==> config.mk <==
export PLATFORM = sky130hd
export DESIGN_NAME = ttt_turn_ctrl
export DESIGN_NICKNAME = d
export VERILOG_FILES = /design/src/rtl/ttt_turn_ctrl.sv
export SDC_FILE = /design/constraint.sdc
export NUM_CORES = 1
export LEC_CHECK = 0
export ABC_AREA = 1
export CAP_MARGIN = 10
export CORE_MARGIN = 2
export CORE_UTILIZATION = 52
export CTS_CLUSTER_SIZE = 8
export DETAILED_ROUTE_END_ITERATION = 10
export GPL_TIMING_DRIVEN = 0
export HOLD_SLACK_MARGIN = 0.06
export PLACE_DENSITY = 0.79
export SETUP_SLACK_MARGIN = 0.2
export SLEW_MARGIN = 20
export SYNTH_ARGS = -nofsm -noshare
export SYNTH_HDL_FRONTEND = slang
export SYNTH_SLANG_ARGS = --single-unit
==> constraint.sdc <==
create_clock -name clk -period 1.7 [get_ports clk]
set_input_delay 0.17 -clock clk [delete_from_list [all_inputs] [get_ports clk]]
set_output_delay 0.17 -clock clk [all_outputs]
set_load 0.01 [all_outputs]
==> src/rtl/ttt_turn_ctrl.sv <==
// Tic-tac-toe game sequencer: validates keypad moves, owns the board, turn and
// result registers, and judges win/draw after every stone.
module ttt_turn_ctrl #(
  parameter bit          FIRST_O      = 1'b0,
  parameter int unsigned RESTART_CODE = 10,
  parameter int unsigned TURN_TIMEOUT = 0
) (
  input  logic        clk,
  input  logic        rst,
  input  logic        game_en,
  input  logic        key_valid,
  input  logic [3:0]  key_code,
  output logic [17:0] board,
  output logic        turn_o,
  output logic [1:0]  result,
  output logic [3:0]  move_cnt,
  output logic        illegal,
  output logic        busy
);

  typedef enum logic [2:0] {
    S_IDLE,
    S_WAIT_KEY,
    S_PLACE,
    S_CHECK,
    S_DONE
  } state_e;

  localparam int          TW          = (TURN_TIMEOUT > 1) ? $clog2(TURN_TIMEOUT) : 1;
  localparam int unsigned TLIM        = (TURN_TIMEOUT == 0) ? 0 : TURN_TIMEOUT - 1;
  localparam logic [TW-1:0] TMAX      = TW'(TLIM);
  localparam logic [3:0]  RESTART_KEY = 4'(RESTART_CODE);

  // Stones kept as two 9-bit masks, bit i = cell i+1 (row-major).
  state_e          state_q, state_d;
  logic [8:0]      x_q, x_d;
  logic [8:0]      o_q, o_d;
  logic [8:0]      cell_q, cell_d;
  logic            turn_q, turn_d;
  logic [1:0]      result_q, result_d;
  logic [3:0]      cnt_q, cnt_d;
  logic [TW-1:0]   timer_q, timer_d;
  logic            illegal_q, illegal_d;

  logic [15:0]     code_hot;
  logic [15:0]     occ_by_code;
  logic            cell_free;
  logic [8:0]      mover;

  function automatic logic has_line(input logic [8:0] m);
    has_line = (&m[2:0]) | (&m[5:3]) | (&m[8:6])
             | (m[0] & m[3] & m[6]) | (m[1] & m[4] & m[7]) | (m[2] & m[5] & m[8])
             | (m[0] & m[4] & m[8]) | (m[2] & m[4] & m[6]);
  endfunction

  assign code_hot    = 16'd1 << key_code;
  assign occ_by_code = {6'b0, x_q | o_q, 1'b0};
  assign cell_free   = (key_code >= 4'd1) && (key_code <= 4'd9) && !occ_by_code[key_code];
  assign mover       = turn_q ? o_q : x_q;

  always_comb begin
    // NOTE: every next-state signal gets its hold value first, so no path through
    // the case below can leave one unassigned and infer a latch.
    state_d   = state_q;
    x_d       = x_q;
    o_d       = o_q;
    cell_d    = cell_q;
    turn_d    = turn_q;
    result_d  = result_q;
    cnt_d     = cnt_q;
    timer_d   = timer_q;
    illegal_d = 1'b0;

    if (!game_en) begin
      state_d  = S_IDLE;
      x_d      = '0;
      o_d      = '0;
      cell_d   = '0;
      turn_d   = FIRST_O;
      result_d = 2'b00;
      cnt_d    = '0;
      timer_d  = '0;
    end else begin
      unique case (state_q)
        S_IDLE: begin
          state_d = S_WAIT_KEY;
          timer_d = '0;
        end

        S_WAIT_KEY: begin
          if (key_valid) begin
            timer_d = '0;
            if (cell_free) begin
              cell_d  = code_hot[9:1];
              state_d = S_PLACE;
            end else begin
              illegal_d = 1'b1;
            end
          end else if (TURN_TIMEOUT != 0) begin
            // The idle player forfeits: the opponent is reported as winner.
            if (timer_q == TMAX) begin
              result_d = turn_q ? 2'b01 : 2'b10;
              state_d  = S_DONE;
            end else begin
              timer_d = timer_q + 1'b1;
            end
          end
        end

        S_PLACE: begin
          if (turn_q) o_d = o_q | cell_q;
          else        x_d = x_q | cell_q;
          cnt_d   = (cnt_q == 4'd9) ? 4'd9 : cnt_q + 4'd1;
          state_d = S_CHECK;
        end

        S_CHECK: begin
          // Win is tested before the full-board draw so a 9th-stone line wins.
          if (has_line(mover)) begin
            result_d = turn_q ? 2'b10 : 2'b01;
            state_d  = S_DONE;
          end else if (cnt_q == 4'd9) begin
            result_d = 2'b11;
            state_d  = S_DONE;
          end else begin
            turn_d  = ~turn_q;
            timer_d = '0;
            state_d = S_WAIT_KEY;
          end
        end

        S_DONE: begin
          if (key_valid && (key_code == RESTART_KEY)) begin
            x_d      = '0;
            o_d      = '0;
            cell_d   = '0;
            turn_d   = FIRST_O;
            result_d = 2'b00;
            cnt_d    = '0;
            timer_d  = '0;
            state_d  = S_WAIT_KEY;
          end
        end

        default: state_d = S_IDLE;
      endcase
    end
  end

  always_ff @(posedge clk) begin
    // NOTE: state registers use non-blocking assignments so every flop samples
    // the pre-edge values regardless of statement order.
    if (rst) begin
      state_q   <= S_IDLE;
      x_q       <= '0;
      o_q       <= '0;
      cell_q    <= '0;
      turn_q    <= FIRST_O;
      result_q  <= 2'b00;
      cnt_q     <= '0;
      timer_q   <= '0;
      illegal_q <= 1'b0;
    end else begin
      state_q   <= state_d;
      x_q       <= x_d;
      o_q       <= o_d;
      cell_q    <= cell_d;
      turn_q    <= turn_d;
      result_q  <= result_d;
      cnt_q     <= cnt_d;
      timer_q   <= timer_d;
      illegal_q <= illegal_d;
    end
  end

  // Cell n (1-based) drives board[19-2n] (O) and board[18-2n] (X).
  always_comb begin
    board = '0;
    for (int n = 0; n < 9; n++) begin
      board[17-2*n] = o_q[n];
      board[16-2*n] = x_q[n];
    end
  end

  assign turn_o   = turn_q;
  assign result   = result_q;
  assign move_cnt = cnt_q;
  assign illegal  = illegal_q;
  assign busy     = (state_q == S_PLACE) || (state_q == S_CHECK);

endmodule

==> results.toml <==
[layout]
drive_above_1_share_pct = 28.61
fin_util_pct = 81.89
fillers = 229
multi_input_area_um2 = 1286
final_cell_mix = "71 x nand2_1, 43 x inv_1, 36 x nor2_1"
num_antenna_cells = 0
final-seq-area_um2 = 773.2
area_growth_pct = 50.22
final_nets = 383
mostFrequentLayoutCell = "nand2_1"

[pwr]
finalPower_mw = 1.807
power_density_nw_per_um2 = 593.8
p_leak_nw = 1.414
ir_worst_vdd_v = 0.0004487

[floorplanning]
die_y_um = 66.42
core_area_um2 = 3716
start_util_pct = 54.51
die_x_um = 66.42
num_io_pins = 35
die_area_um2 = 4411
row_count = 22

[yosys]
ys_types = 27
synth_warnings = 0
syn_area_um2 = 2026
synth_seq_cells = 38
netlist_top_cells_area = "dfxtp_1 38%, nand2_1 17%, inv_1 8.0%"
syn_nets = 322
syn_inst = 312
synth_top_cell_area_share_pct = 37.55
synth_seq_area_share_pct = 37.55
synth_largest_area_cell = "dfxtp_1"
avgSynthCellArea_um2 = 6.493

[sta]
setup_viol_count_final = 3
rsz0062_at_grt = "yes"
fin_crit_sh_pct = 103.2
hold_violations = 0
postLayoutSetupSlackWorst_ns = -0.05446
maxSlewHeadroom_pct = 60.04
fmax_ghz = 0.5700
tightest_slew_ns = 0.5949
slew_viol_final = 0
min_period_ns = 1.754
worst_clock_skew_ns = 0.007346

[routing]
vias = 2318
ant_nets = 0
drtIter0Drc = 271
drcViolationCount = 0
viasPerCell = 5.493
drt_wl_total_um = 6818
first_pass_iters = 5
post_drt_wl_per_cell_um = 16.16

[clock_tree]
clk_pin_slew_ns = 0.08
cts_max_path_buffers = 2
clock-sinks = 38
clk-insertion-delay-late_ns = 0.30
htreeDepth = 2
cts_hold_buffers = 0
root_buffer = "clkbuf_8"
cts_tree = "built"
cts_inserted_buffers = 5

[status]
status = "finished with violations"
violations = "setup timing"

[worst_setup_path]
endpoint_kind = "flop"
slowest_stage = "dfxtp_2"
critical_path_class = "reg -> reg"
cp.required_ns = 1.94
path_max_fanout = 9
critPathMaxStageDelay_ns = 0.34
cp.arrival_ns = 2.00
startpoint_type = "flop"
crit_chain = "buf_6 -> inv_4 -> nand2_1 -> nand2_1 -> nand2_1 -> nand2_1 -> nand2_1 -> nand2_2 -> nor2_4 -> nand2_2 -> nand2_4 -> nand2_2 -> nand2_1 -> inv_1 -> nor2_1"
crit_top_cell = "nand2_1"

[place]
gp_congestion = 0.8745
dp_hpwl_um = 3732
io_buffers = 34

[global_route]
grt.total_usage_pct = 30.06
grt_pass1_vias = 2130
overflow = 0
grt_pass1_wl_um = 9977
grt_max_degree = 13
antenna_found_initial = 0

[min_path]
hp-class = "in -> reg"

[job]
drv_cap = 0
==> kinds of logic after synthesis <==
family | after synthesis | share of synthesized area (%)
compound gates | 44 | 11.24
fa+ha+maj | 2 | 1.235
buf+inv | 56 | 11.92
flops | 38 | 37.55
simple gates | 172 | 38.05
==> state kept, by name, summed over array words and instances (netlist names) <==
register  flops
o_q           9
illegal       1
move_cnt      4
x_q           9
result        2
cell_q        9
state_q       3
turn_o        1
==> layout make-up <==
type / instances / area share, %
buffer: 5 / 2.344
clock buffer: 6 / 2.714
clock inverter: 2 / 0.4112
inverter: 51 / 6.620
multi-input combinational: 218 / 42.27
sequential: 38 / 25.41
tap: 48 / 1.974
timing repair buffer: 54 / 18.26
==> synth_stat cells, drive strengths merged <==
cell type,instances
nor3b,1
nor3,6
nand2,97
dfxtp,38
clkbuf,2
a21oi,28
nand3,14
nand4,9
inv,51
nor2,45
o21ai,16
buf,3
ha,2
==> path summary, 6_finish.rpt <==
kind | slack [ns] | from | endpoint | cells past startpoint
setup / recovery | -0.05 | turn_o | result[0] | 15
hold reg to reg | 0.50 | cell_q[5] | x_q[5] | 2
hold / removal | 0.47 | key_code[0] | cell_q[5] | 4
setup reg to reg | -0.05 | turn_o | result[0] | 15
==> metrics by stage <==
step | setup slack, ns | hold slack (ns) | area, um^2 | setup TNS, ns | instances
5_1_grt | -0.1492 | 0.4700 | 3043 | -0.4400 | 422
2_1_floorplan | 0.2214 | 0.3128 | 2026 | 0 | 312
4_1_cts | 0.1482 | 0.4796 | 2810 | 0 | 417
3_3_place_gp | -0.4448 | 0.4630 | 2426 | -11.82 | 394
3_5_place_dp | -0.4517 | 0.4707 | 2426 | -11.97 | 394
6_report | -0.05446 | 0.4670 | 3043 | -0.1148 | 422
==> routing by layer <==
layer  vias up  routed length, um  global-route usage, %
met5         -                  0                      0
met4         0                229                  12.50
met3        30                537                  7.666
met2       126               3315                  50.50
met1      1064               2736                  36.20
li1       1098                  -                      -
==> repair_timing <==
| action | in CTS | in global routing |
|---|---|---|
| setup endpoints to repair | 35 | 37 |
| gates resized for setup | 46 | 50 |
| pin swaps | 7 | 18 |
| buffers inserted | 14 | 4 |
| gates cloned | 1 | 1 |
==> worst max-delay path, delay by kind of cell, from the launching register on <==
kind	cells	cell delay (ns)
and+or+nand+nor	12	1.08
DFF	1	0.34
buffers and inverters	3	0.27
==> report_power, final <==
part           leakage, nW  internal (mW)  switching (mW)  total [mW]
clock               0.0472          0.326           0.337       0.663
combinational         1.06         0.0933           0.138       0.231
sequential           0.311          0.899          0.0132       0.912
Power figures use the tool's default switching activity.
